===== src/rtl/tdm_demux4.sv =====
// tdm_demux4: de-serializes a 4-slot TDM word stream into parallel frames.
// HUNT waits for a start-of-frame word. LOCK stages slots 0..2 and publishes a
// whole frame when slot 3 arrives. Framing violations pulse sync_err.
module tdm_demux4 #(
    parameter int WIDTH = 8
) (
    input  logic               clk,
    input  logic               rst_n,
    input  logic               in_valid,
    input  logic [WIDTH-1:0]   in_data,
    input  logic               in_sof,
    output logic [4*WIDTH-1:0] out_data,
    output logic               frame_valid,
    output logic               locked,
    output logic               sync_err,
    output logic [15:0]        frame_cnt,
    output logic [7:0]         err_cnt
);

    typedef enum logic {HUNT, LOCK} state_t;

    state_t                    state, state_nxt;
    logic [1:0]                slot, slot_nxt;
    logic [1:0]                wr_idx;
    logic                      stage_wr;
    logic                      frame_done;
    logic                      err_det;
    // Slot 3 is never staged: it goes straight to out_data with slots 0..2.
    logic [2:0][WIDTH-1:0]     staging;

    assign locked = (state == LOCK);
    // A start-of-frame word always lands in slot 0, whatever the counter says.
    assign wr_idx = in_sof ? 2'd0 : slot;

    // State and slot-counter registers.
    always_ff @(posedge clk or negedge rst_n) begin
        if (!rst_n) begin
            state <= HUNT;
            slot  <= 2'd0;
        end else begin
            state <= state_nxt;
            slot  <= slot_nxt;
        end
    end

    // Next-state decode plus datapath strobes. Idle cycles change nothing.
    always_comb begin
        state_nxt  = state;
        slot_nxt   = slot;
        stage_wr   = 1'b0;
        frame_done = 1'b0;
        err_det    = 1'b0;
        if (in_valid) begin
            case (state)
                HUNT: begin
                    // Words without sof are dropped silently while hunting.
                    if (in_sof) begin
                        stage_wr  = 1'b1;
                        slot_nxt  = 2'd1;
                        state_nxt = LOCK;
                    end
                end
                LOCK: begin
                    if (in_sof) begin
                        // Early sof restarts the frame; an on-time sof is normal.
                        stage_wr = 1'b1;
                        slot_nxt = 2'd1;
                        err_det  = (slot != 2'd0);
                    end else if (slot == 2'd0) begin
                        // Missing sof where one was due: lose lock.
                        err_det   = 1'b1;
                        slot_nxt  = 2'd0;
                        state_nxt = HUNT;
                    end else begin
                        slot_nxt   = slot + 2'd1;
                        frame_done = (slot == 2'd3);
                        stage_wr   = (slot != 2'd3);
                    end
                end
                default: begin
                    state_nxt = HUNT;
                    slot_nxt  = 2'd0;
                end
            endcase
        end
    end

    // Staging registers for slots 0..2 of the frame in progress.
    always_ff @(posedge clk or negedge rst_n) begin
        if (!rst_n) begin
            staging <= '0;
        end else begin
            for (int k = 0; k < 3; k++) begin
                if (stage_wr && wr_idx == 2'(k))
                    staging[k] <= in_data;
            end
        end
    end

    // Frame publish: out_data only ever changes with a complete frame.
    always_ff @(posedge clk or negedge rst_n) begin
        if (!rst_n) begin
            out_data    <= '0;
            frame_valid <= 1'b0;
            frame_cnt   <= 16'd0;
        end else begin
            frame_valid <= frame_done;
            if (frame_done) begin
                out_data  <= {in_data, staging};
                frame_cnt <= frame_cnt + 16'd1;
            end
        end
    end

    // Sync-error pulse and saturating error counter.
    always_ff @(posedge clk or negedge rst_n) begin
        if (!rst_n) begin
            sync_err <= 1'b0;
            err_cnt  <= 8'd0;
        end else begin
            sync_err <= err_det;
            if (err_det && err_cnt != 8'hFF)
                err_cnt <= err_cnt + 8'd1;
        end
    end

endmodule


===== config.mk =====
export PLATFORM = sky130hd
export DESIGN_NAME = tdm_demux4
export DESIGN_NICKNAME = d
export VERILOG_FILES = /design/src/rtl/tdm_demux4.sv
export SDC_FILE = /design/constraint.sdc
export NUM_CORES = 1
export LEC_CHECK = 0
export ABC_AREA = 1
export CORE_MARGIN = 3
export CORE_UTILIZATION = 55
export CTS_CLUSTER_DIAMETER = 120
export DETAILED_ROUTE_END_ITERATION = 12
export HOLD_SLACK_MARGIN = 0.12
export PLACE_DENSITY = 0.9
export RECOVER_POWER = 100
export SETUP_SLACK_MARGIN = 0.2
export SLEW_MARGIN = 40
export SYNTH_ARGS = -nofsm -noshare
export SYNTH_HDL_FRONTEND = slang
export SYNTH_SLANG_ARGS = --single-unit

===== constraint.sdc =====
create_clock -name clk -period 3.1 [get_ports clk]
set_input_delay 0.465 -clock clk [delete_from_list [all_inputs] [get_ports clk]]
set_output_delay 0.465 -clock clk [all_outputs]
set_load 0.05 [all_outputs]

==> results of run 1 <==
==> registers in the layout, summed over array words and instances, names as in the netlist <==
register / cells
out_data: 32
staging: 24
frame_cnt: 16
err_cnt: 8
slot: 2
frame_valid: 1
locked: 1
sync_err: 1
==> worst register-to-register path, stage by stage, from the launching register on <==
cell and delay, ns:
dfrtp_1 0.43, ha_1 0.21, inv_1 0.05, nor2_1 0.21, nand2_4 0.31, nor2_1 0.42
nand2_1 0.20, o21ai_0 0.20, nand2_1 0.07
==> cell families after synthesis <==
logic type                 Yosys count
xor gates and xnor gates            15
AOI/OAI and AO/OA                   39
buffers and inverters               47
DFF                                 85
adders and majority gates            6
and+or+nand+nor                    198
==> layout by cell type (no fill, tap or decap) <==
cell type	n
nand2_1	159
dfrtp_1	85
dlygate4sd3_1	61
inv_1	36
o21ai_0	31
nor2_1	14
nand3_1	11
clkbuf_8	10
nand4_1	8
xnor2_1	8
clkdlybuf4s50_1	8
xor2_1	7
ha_1	6
o21ai_1	4
nor3_1	3
nand2_2	2
o21ai_2	2
clkinvlp_4	2
clkinv_4	2
clkinvlp_2	1
nand2_4	1
inv_2	1
o211ai_1	1
o32ai_1	1
inv_6	1
bufinv_16	1
clkbuf_2	1
==> worst paths after layout <==
check	startpoint	to	slack [ns]	cells past startpoint
max	in_valid	frame_cnt[15]	0.78	8
min	staging[14]	out_data[14]	0.48	2
max reg2reg	slot[1]	frame_cnt[15]	0.91	8
min reg2reg	staging[14]	out_data[14]	0.48	2
max in group asynchronous	rst_n	frame_cnt[2]	1.26	1
min in group asynchronous	rst_n	err_cnt[3]	0.68	1
==> final cells by class <==
type / instances / area [µm²] / area share [%]
flip-flops and latches: 85 / 2130 / 47.5
multi-input cells: 258 / 1210 / 27.0
repair buffers: 70 / 696 / 15.5
inverters: 38 / 144 / 3.21
clock buffers: 10 / 138 / 3.07
well taps: 75 / 93.8 / 2.10
clock inverters: 6 / 71.3 / 1.59
==> metrics by stage <==
step                util, %  power (mW)  cells
finish                 72.6        4.17    542
global placement       70.8        3.47    526
floorplan                 -        2.92    390
detailed placement     70.9        3.53    526
CTS                    74.2        4.34    542
global route           72.6        4.42    542
==> per-layer routing <==
metal  routed length (µm)  up-vias
met5                    0        -
met4                   93        0
met3                  421       10
met2                 3830       94
met1                 3310     1341
li1                     -     1367
==> power groups by stage <==
stage / Clock (mW) / Combinational [mW] / Sequential, mW
2_1_floorplan: 0 / 0.494 / 2.43
3_3_place_gp: 0 / 1.74 / 1.72
3_5_place_dp: 0 / 1.79 / 1.74
4_1_cts: 0.811 / 1.81 / 1.72
5_1_grt: 0.863 / 1.80 / 1.76
6_report: 0.792 / 1.67 / 1.71
==> summary.txt, run 1 <==
Synthesis
  • Most used DFF post-synth: dfrtp_1
  • Seq/Total Area, Yosys: 58.5%
  • Main combinational cell family by area after synthesis: simple AND/OR/NAND/NOR gates
  • Simple-gate share of the synthesized area: 24.0%
  • Mux share of post-synthesis cell area: 0%
  • Fraction of registers with async set/reset: between 90% and 100%
  • Post-Synth Adder-Cell Area: 2.07%
  • Post-synthesis area per instance: 9.32 µm²
  • Netlist cell types: 26
  • Synth Register Bits: 85
  • Total number of yosys warnings: 0
  • Yosys top cell area share: 58.5%
  • Post-Syn Area: 3630 µm²
  • Synth top area cells: dfrtp_1 (59%), nand2_1 (16%), inv_1 (3.6%)
  • Mapped Cells: 390
  • Synth cell count leaders: nand2_1 (154), dfrtp_1 (85), inv_1 (35)
  • Syn_nets: 408
  • Synth Area in Compound Gates: 6.16%
  • Number of synthesized flops with an enable pin: 0
  • Area leader, netlist: dfrtp_1
  • Count leader, synth: nand2_1
  • XOR/XNOR share of the synthesized area: 3.62%

Power
  • Net Sw Frac: 43.4%
  • Internal power: 2.36 mW
  • Leakage: between 2 and 2.5 nW
  • Sw power: roughly 1.8 mW
  • Sequential Power Share: 41.0%
  • Combinational Power Share: 40.0%
  • PD cells: 931 nW/µm²
  • Worst VDD drop: between 0.6 and 0.7 mV
  • Clock share of power: about a fifth

Place
  • Port Buffer Count: 70
  • Gpl congestion: 0.887
  • Post-DP Area: 4370 µm²
  • Detailed placement HPWL: 5.32 mm
  • Worst slack, placed: 0.754 ns

Routing
  • Wire length per cell: 14.1 µm
  • Via count: 2812
  • DRC errors left: 0
  • Post-DR vias/cell: 5.19
  • Routed Antenna Nets: 0
  • Final Routed Wirelength: 7.65 mm
  • 1st-iter DRT viols: 198
  • DRT Pass-1 Iters: 5

Timing
  • RSZ-0062 raised after global routing: no
  • Setup WS post-layout: 0.781 ns
  • Hold Vio Cnt, Final: 0
  • Worst rel slew slack: -32.6%
  • Worst clock skew: about 0.013 ns
  • Crit share post-route: 74.8%
  • Fin. max-slew vios: 86
  • Worst Tran Pin Value: just under 2 ns
  • Endpoints failing setup: 0
  • Fmax: 431 MHz
  • Setup TNS: 0 ns
  • Post-layout min period: 2.32 ns
  • Worst hold slack: 0.477 ns

Floorplanning
  • I/O Pins: 71
  • Die Area: 7620 µm²
  • FP Rows: 28
  • Initial Utilization: ~59%
  • DIE WIDTH: 87.3 µm
  • Core Footprint: 6170 µm²
  • Die height: 87.3 µm

Global routing
  • Initial antenna violation count: 0
  • Met1 Usage GRT: 30.2%
  • Vias in the first global route: 2822
  • Grt met2 use: between 30% and 40%
  • Met3 Use GR: 4.82%
  • First-pass GRT wire length: 13.3 mm
  • Grt ovf: 0
  • Gr usage total: 22.4%
  • Busiest layer in global routing: met2
  • Pin count of the biggest net entering global routing: 86

Final layout
  • Fraction of layout cells with a size suffix above 1: 5.14%
  • Filler instances: 444
  • Area growth from synthesis to layout: 23.2%
  • Layout Nets: 480
  • Post-route cell area: 4480 µm²
  • Antenna cell count: 0

Clock network
  • Htree depth: 3
  • Sink Count: 85
  • Root buf cell: clkbuf_8
  • CTS max path bufs: 2
  • CTS tree: built
  • Clk slew on worst S/H paths: 0.09 ns
  • Post-CTS Setup Inserts: 0
  • CTS buffer count: 9
  • CTS Hold Buffers Added: 0
  • Cts repair resizes: 0
  • Clock Latency Late Sink: 0.34 ns

Setup path
  • Top delay family on crit path: simple AND/OR/NAND/NOR gates
  • Critical path type: in2reg
  • CP Buf/Inv Count: 2
  • Critical path required time: between 3 and 4 ns
  • CP most frequent cell: nand2_1
  • Crit path largest cell delay: approximately 0.55 ns
  • CP max-delay cell: dlygate4sd3_1
  • Worst path cell trace: dlygate4sd3_1 > nand2_1 > clkinvlp_2 > nand2_4 > nor2_1 > nand2_1 > o21ai_0 > nand2_1
  • CP Data Arrival Time: ~2.6 ns
  • Critical-path maximum fanout: 44
  • Crit start category: input pin
  • CP endpoint kind: flop

Status
  • Failing checks: max-capacitance violations, max-slew violations
  • Outcome: finished with violations

Hold path
  • Worst min-delay path class: reg2reg

Job
  • Max-capacitance violation count: 1
Note: power is estimated with default switching activity, not from simulation.
==> run 2, diff against run 1 <==
--- a/config.mk
+++ b/config.mk
@@ -7,11 +7,11 @@
 export LEC_CHECK = 0
 export ABC_AREA = 1
 export CORE_MARGIN = 3
-export CORE_UTILIZATION = 55
+export CORE_UTILIZATION = 46
 export CTS_CLUSTER_DIAMETER = 120
 export DETAILED_ROUTE_END_ITERATION = 12
 export HOLD_SLACK_MARGIN = 0.12
-export PLACE_DENSITY = 0.9
+export PLACE_DENSITY = 0.81
 export RECOVER_POWER = 100
 export SETUP_SLACK_MARGIN = 0.2
 export SLEW_MARGIN = 40
==> constraint.sdc (replaced) <==
create_clock -name clk -period 1.9 [get_ports clk]
set_input_delay 0.285 -clock clk [delete_from_list [all_inputs] [get_ports clk]]
set_output_delay 0.285 -clock clk [all_outputs]
set_load 0.05 [all_outputs]
==> run 2 against run 1 <==
  * Largest power group unchanged
  * Routed wire length is essentially flat
  * Critical path depth shrank 7
  * Die area grew 18%
  * The flow now finishes without violations
  * First-iteration DRC count shrank 54%
  * Via count shrank 0.43%
==> summary.txt, run 2 (same netlist as run 1, synthesis figures left out) <==
Setup path
  • Worst path cell trace: clkdlybuf4s25_1
  • Crit. Startpoint: frame_cnt[7]
  • CP endpoint kind: primary output
  • Top delay family on crit path: buffers and inverters
  • Crit start category: flop
  • CP max-delay cell: clkdlybuf4s25_1
  • R2R Path Start: slot[0]
  • Critical path type: reg2out
  • R2r setup slk: 0.26 ns (-0.65 ns)
  • Worst r2r path cells: 8 (unchanged)
  • Critical path required time: 1.62 ns (-1.71 ns)
  • Reg-to-Reg End: err_cnt[3]
  • Critical-path maximum fanout: 6 (-86%)
  • Crit path largest cell delay: 0.62 ns (+0.07 ns)
  • CP Data Arrival Time: 1.44 ns (-1.11 ns)
  • CP Buf/Inv Count: 1 (-1)
  • Critical Path Sink: frame_cnt[7]
  • Total stage count of the critical path: 1 (-7)

Status
  • Outcome: complete, no violations

Timing
  • Setup TNS: 0 ns (unchanged)
  • Fmax: about 580 MHz
  • RSZ-0062 raised after global routing: yes
  • Hold Vio Cnt, Final: 0 (unchanged)
  • Worst clock skew: 0.00681 ns (-0.00607 ns)
  • Endpoints failing setup: 0 (unchanged)
  • Crit share post-route: 90.6%
  • Post-layout min period: 1.72 ns
  • Worst hold slack: 0.481 ns (+0.00335 ns)
  • Fin. max-slew vios: 0 (-100%)
  • Worst Tran Pin Value: 0.965 ns (-1.02 ns)
  • Worst rel slew slack: 35.6% (+68 points)

Clock network
  • Root buf cell: clkbuf_8
  • Sink Count: 85 (unchanged)
  • CTS max path bufs: 2 (unchanged)
  • Htree depth: 3 (unchanged)
  • CTS buffer count: 9 (unchanged)
  • Clk slew on worst S/H paths: 0.09 ns (about the same)
  • CTS tree: built
  • Clock Latency Late Sink: 0.35 ns (about the same)

Floorplanning
  • DIE WIDTH: 94.9 µm (+8.7%)
  • FP Rows: 31 (+11%)
  • Die Area: 9000 µm² (+18%)
  • Die height: 94.9 µm (+8.7%)
  • I/O Pins: 71 (unchanged)
  • Core Footprint: 7450 µm² (+21%)
  • Initial Utilization: 48.8% (-10 points)

Routing
  • Wire length per cell: 13.3 µm (-5.6%)
  • Via count: 2800 (-0.43%)
  • DRT Pass-1 Iters: 4 (-1)
  • 1st-iter DRT viols: 91 (-54%)
  • DRC errors left: 0 (unchanged)
  • Routed Antenna Nets: 0 (unchanged)
  • Final Routed Wirelength: 7.65 mm (about the same)
  • Post-DR vias/cell: 4.88 (-6.0%)

Final layout
  • Layout Nets: 488 (+1.7%)
  • Largest Register: out_data
  • Fraction of layout cells with a size suffix above 1: 8.84% (+3.7 points)
  • Area occupied by multi-input gates: 1280 µm² (+6.2%)
  • Top Registers: out_data x32, staging x24, frame_cnt x16
  • Post-route cell area: 4590 µm² (+2.4%)
  • Filler instances: 674 (+52%)
  • Area growth from synthesis to layout: 26.2%
  • Leading cell types in the layout, fill and taps excluded: nand2_1 (155), dfrtp_1 (82), dlygate4sd2_1 (56)
  • Most common cell after layout, fill and taps aside: nand2_1
  • Finished Layout Cells: 574 (+5.9%)
  • Antenna cell count: 0 (unchanged)
  • Reg area: 2130 µm² (+0.18%)
  • Post-layout util: 61.6% (-11 points)
  • Max reg flops: 32 (unchanged)

Global routing
  • Grt ovf: 0 (unchanged)
  • Pin count of the biggest net entering global routing: 41 (-52%)
  • Gr usage total: 18.5% (-3.9 points)
  • Initial antenna violation count: 0 (unchanged)
  • First-pass GRT wire length: 13.0 mm (-2.8%)
  • Vias in the first global route: 2810 (-0.43%)

Power
  • Worst VDD drop: 1.12 mV (+78%)
  • Internal power: 3.77 mW (+60%)
  • Net Sw Frac: 44.4% (+0.98 points)
  • Clock share of power: 19.4% (+0.4 points)
  • PD cells: 1480 nW/µm² (+59%)
  • Sw power: 3.01 mW (+66%)
  • Combinational Power Share: 39.3% (-0.7 points)
  • Sequential Power Share: 41.3% (+0.3 points)
  • Leakage: 2.46 nW (+4.3%)

Place
  • Post-DP Area: 4460 µm² (+2.1%)
  • Gpl congestion: 0.864 (-2.6%)
  • Port Buffer Count: 70 (unchanged)
  • Detailed placement HPWL: 5.45 mm (+2.6%)
  • Cells after DPL: 556 (+5.7%)

Job
  • Max-capacitance violation count: 0 (-1)

Hold path
  • Worst min-delay path class: reg2reg
-- run 2: metrics by stage --
stage	setup slack, ns	power, mW
after global routing	0.101	7.19
after CTS	0.232	6.89
after detailed placement	-0.0229	5.78
after global placement	0.0687	5.71
final	0.178	6.78
after floorplan	0.319	4.77
-- run 2: final cells by class --
type,count,area share (%)
multi-input cells,258,28.0
clock inverters,6,1.56
clock buffers,10,3.00
flip-flops and latches,85,46.5
repair buffers,78,15.1
inverters,38,3.17
well taps,99,2.70
-- run 2: power by group through the flow --
stage	clock network (mW)	logic [mW]	registers, mW
floorplan	0	0.806	3.97
global placement	0	2.88	2.83
detailed placement	0	2.95	2.83
CTS	1.35	2.73	2.81
global route	1.42	2.90	2.87
finish	1.31	2.67	2.80
-- run 2: repair_timing --
item,4_1_cts,5_1_grt
buffers inserted,0,1
endpoints found under the hold margin,85,0
hold buffers,1,0
resized for setup,60,4
endpoints found under the setup margin,64,24
-- run 2: metal layers --
metal	track usage (%)	share of wire, %	routed length [µm]	vias up
met5	0	0	0	-
met4	7.21	1.3	97	0
met3	3.03	4.3	332	7
met2	31.1	50	3810	64
met1	24.1	45	3410	1356
li1	-	-	-	1373
-- run 2: how the worst min path moves through the flow --
stage | endpoint | cells after the start | slack (ns) | from
6_report | out_data[23] | 2 | 0.48 | staging[23]
5_1_grt | out_data[4] | 2 | 0.51 | staging[4]
4_1_cts | staging[6] | 2 | 0.31 | rst_n
3_5_place_dp | out_data[13] | 1 | 0.17 | rst_n
3_3_place_gp | out_data[13] | 1 | 0.17 | rst_n
2_1_floorplan | err_cnt[0] | 0 | -0.01 | rst_n
==> run 3, diff against run 2 <==
--- a/config.mk
+++ b/config.mk
@@ -11,7 +11,7 @@
 export CTS_CLUSTER_DIAMETER = 120
 export DETAILED_ROUTE_END_ITERATION = 12
 export HOLD_SLACK_MARGIN = 0.12
-export PLACE_DENSITY = 0.81
+export PLACE_DENSITY = 0.85
 export RECOVER_POWER = 100
 export SETUP_SLACK_MARGIN = 0.2
 export SLEW_MARGIN = 40
==> run 3 against run 2 <==
  * Clock power is 7% lower
  * Critical endpoint unchanged
  * Utilization is 0.18 points higher
  * Sequential share of layout area is 0.11 points lower
  * Power is 0.85% lower
  * First-iteration DRC count is 37% higher
  * Routed wire length is 2.2% higher
  * Count of clock-buffer cells in the layout stayed put
  * Critical path depth stayed put
  * Non-clock buffer count is 1 higher
  * Largest cell class unchanged
  * Worst hold slack worse by 0.011 ns
  * Clock skew is 0.0014 ns higher
==> summary.txt, run 3 (same netlist as run 1, synthesis figures left out) <==
Timing
  • Hold Vio Cnt, Final: 0 (unchanged)
  • Worst clock skew: 0.00818 ns (+0.00137 ns)
  • Worst Tran Pin Value: 1.14 ns (+0.170 ns)
  • Post-layout min period: 1.69 ns (-0.0288 ns)
  • Setup TNS: 0 ns (unchanged)
  • Fin. max-slew vios: 0 (unchanged)
  • Setup WS post-layout: 0.207 ns (+0.0288 ns)
  • Endpoints failing setup: 0 (unchanged)
  • Worst rel slew slack: 24.3% (-11 points)
  • Fmax: 591 MHz (+1.7%)
  • RSZ-0062 raised after global routing: no
  • Crit share post-route: 89.1% (-1.5 points)

Global routing
  • First-pass GRT wire length: 13.1 mm (+1.1%)
  • Pin count of the biggest net entering global routing: 45 (+9.8%)
  • Vias in the first global route: 2764 (-1.6%)
  • Gr usage total: 19.0% (+0.44 points)
  • Grt ovf: 0 (unchanged)
  • Initial antenna violation count: 0 (unchanged)

Floorplanning
  • FP Rows: 31 (unchanged)
  • Initial Utilization: 48.8% (unchanged)
  • DIE WIDTH: 94.9 µm (unchanged)
  • Die Area: 9000 µm² (unchanged)
  • Die height: 94.9 µm (unchanged)
  • I/O Pins: 71 (unchanged)
  • Core Footprint: 7450 µm² (unchanged)

Power
  • Leakage: 2.48 nW (+0.72%)
  • Combinational Power Share: 40.3% (+1.0 points)
  • Internal power: 3.67 mW (-2.6%)
  • Total power: 6.72 mW (-0.85%)
  • Sw power: 3.05 mW (+1.4%)
  • Worst VDD drop: 0.955 mV (-15%)
  • Sequential Power Share: 41.6% (+0.3 points)
  • Net Sw Frac: 45.4% (+0.99 points)
  • Clock share of power: 18.1% (-1.3 points)
  • PD cells: 1460 nW/µm² (-1.2%)

Setup path
  • CP Buf/Inv Count: 1 (unchanged)
  • Crit path largest cell delay: 0.61 ns (about the same)
  • Top delay family on crit path: buffers and inverters
  • Critical-path maximum fanout: 6 (unchanged)
  • CP max-delay cell: clkdlybuf4s25_1
  • CP endpoint kind: primary output
  • Critical path required time: 1.62 ns (about the same)
  • CP Data Arrival Time: 1.41 ns (-0.03 ns)
  • Crit start category: flop
  • Critical path type: reg2out
  • Worst path cell trace: clkdlybuf4s25_1

Final layout
  • Area growth from synthesis to layout: 26.6%
  • Area occupied by multi-input gates: 1280 µm² (-0.39%)
  • Most common cell after layout, fill and taps aside: nand2_1
  • Max reg flops: 32 (unchanged)
  • Antenna cell count: 0 (unchanged)
  • Reg area: 2130 µm² (about the same)
  • Leading cell types in the layout, fill and taps excluded: nand2_1 (156), dfrtp_1 (81), dlygate4sd2_1 (57)
  • Fraction of layout cells with a size suffix above 1: 9.03% (+0.19 points)
  • Layout Nets: 489 (+0.20%)
  • Filler instances: 635 (-5.8%)
  • Largest Register: out_data
  • Top Registers: out_data x32, staging x24, frame_cnt x16

Place
  • Worst slack, placed: -0.0348 ns (-0.0119 ns)
  • Detailed placement HPWL: 5.54 mm (+1.6%)
  • Gpl congestion: 0.845 (-2.2%)
  • Port Buffer Count: 70 (unchanged)

Routing
  • Top sig layer: met4
  • Post-DR vias/cell: 4.90 (+0.50%)
  • Routed Antenna Nets: 0 (unchanged)
  • Wire length per cell: 13.6 µm (+2.0%)
  • DRT Pass-1 Iters: 4 (unchanged)
  • Final Routed Wirelength: 7.82 mm (+2.2%)
  • Routed wl met2: 3.85 mm (+1.1%)
  • DRC errors left: 0 (unchanged)
  • Metal-1 WL: 3.35 mm (-2.0%)
  • Detail Route met3 WL: 495 µm (+49%)
  • 1st-iter DRT viols: 125 (+37%)
  • Via count: 2819 (+0.68%)

Clock network
  • Clock Latency Late Sink: 0.36 ns (about the same)
  • Sink Count: 85 (unchanged)
  • CTS tree: built
  • CTS max path bufs: 2 (unchanged)
  • Htree depth: 3 (unchanged)
  • Clk slew on worst S/H paths: 0.09 ns (about the same)
  • Root buf cell: clkbuf_8
  • CTS buffer count: 9 (unchanged)

Job
  • Max-capacitance violation count: 0 (unchanged)

Status
  • Outcome: complete, no violations

Hold path
  • Worst min-delay path class: reg2reg
==> run 3: cell types whose count changed in the layout (fill, tap and decap cells not counted), sizes merged <==
cell,delta
dlygate4sd2,+1
inv,+2
bufinv,-1
clkdlybuf4s25,+1
buf,+2
clkbuf,-3
clkinv,-1
==> run 3: metrics by stage <==
step	std cells	hold slack, ns	cell area, µm²	util, %
final	575	0.470	4600	61.8
after global routing	575	0.494	4600	61.8
after CTS	573	0.473	4620	62.0
after detailed placement	556	0.330	4480	60.2
after global placement	556	0.322	4480	60.2
after floorplan	390	-0.0106	3640	-
==> run 3: layout make-up <==
| class | count | share of cell area [%] |
|---|---|---|
| Inverter | 38 | 3.16 |
| Tap cell | 99 | 2.69 |
| Clock inverter | 6 | 1.14 |
| Sequential cell | 85 | 46.4 |
| Clock buffer | 10 | 2.99 |
| Timing Repair Buffer | 79 | 15.9 |
| Multi-Input combinational cell | 258 | 27.8 |
==> run 3: routing by layer <==
metal  vias to the layer above  global-route usage, %
met1                      1334                   24.3
li1                       1381                      -
met5                         -                      0
met2                        92                   31.2
met4                         0                   5.29
met3                        12                   5.90
==> run 3: repair_timing <==
action | in CTS | in global routing
setup buffers | 0 | 2
resized for setup | 63 | 3
endpoints found under the setup margin | 67 | 13
hold buffers | 1 | 0
endpoints found under the hold margin | 42 | 0
==> run 3: tightest hold or removal path: stages (launching register included) <==
cell and delay (ns):
dfrtp_1 0.35, nand2_1 0.05, nand2_1 0.05
==> run 3: worst paths after layout <==
path | startpoint | slack (ns) | to | cells after the start
hold / removal | staging[17] | 0.47 | out_data[17] | 2
setup reg to reg | slot[1] | 0.24 | frame_cnt[10] | 7
hold reg to reg | staging[17] | 0.47 | out_data[17] | 2
max in group asynchronous | rst_n | 0.44 | err_cnt[1] | 2
min in group asynchronous | rst_n | 0.67 | staging[6] | 2
setup / recovery | frame_cnt[7] | 0.21 | frame_cnt[7] | 1
==> run 3: power by group through the flow <==
stage | logic [mW] | registers, mW | clock network, mW
CTS | 2.76 | 2.81 | 1.25
finish | 2.71 | 2.80 | 1.22
global placement | 2.89 | 2.82 | 0
floorplan | 0.806 | 3.97 | 0
global route | 2.92 | 2.88 | 1.34
detailed placement | 2.97 | 2.84 | 0
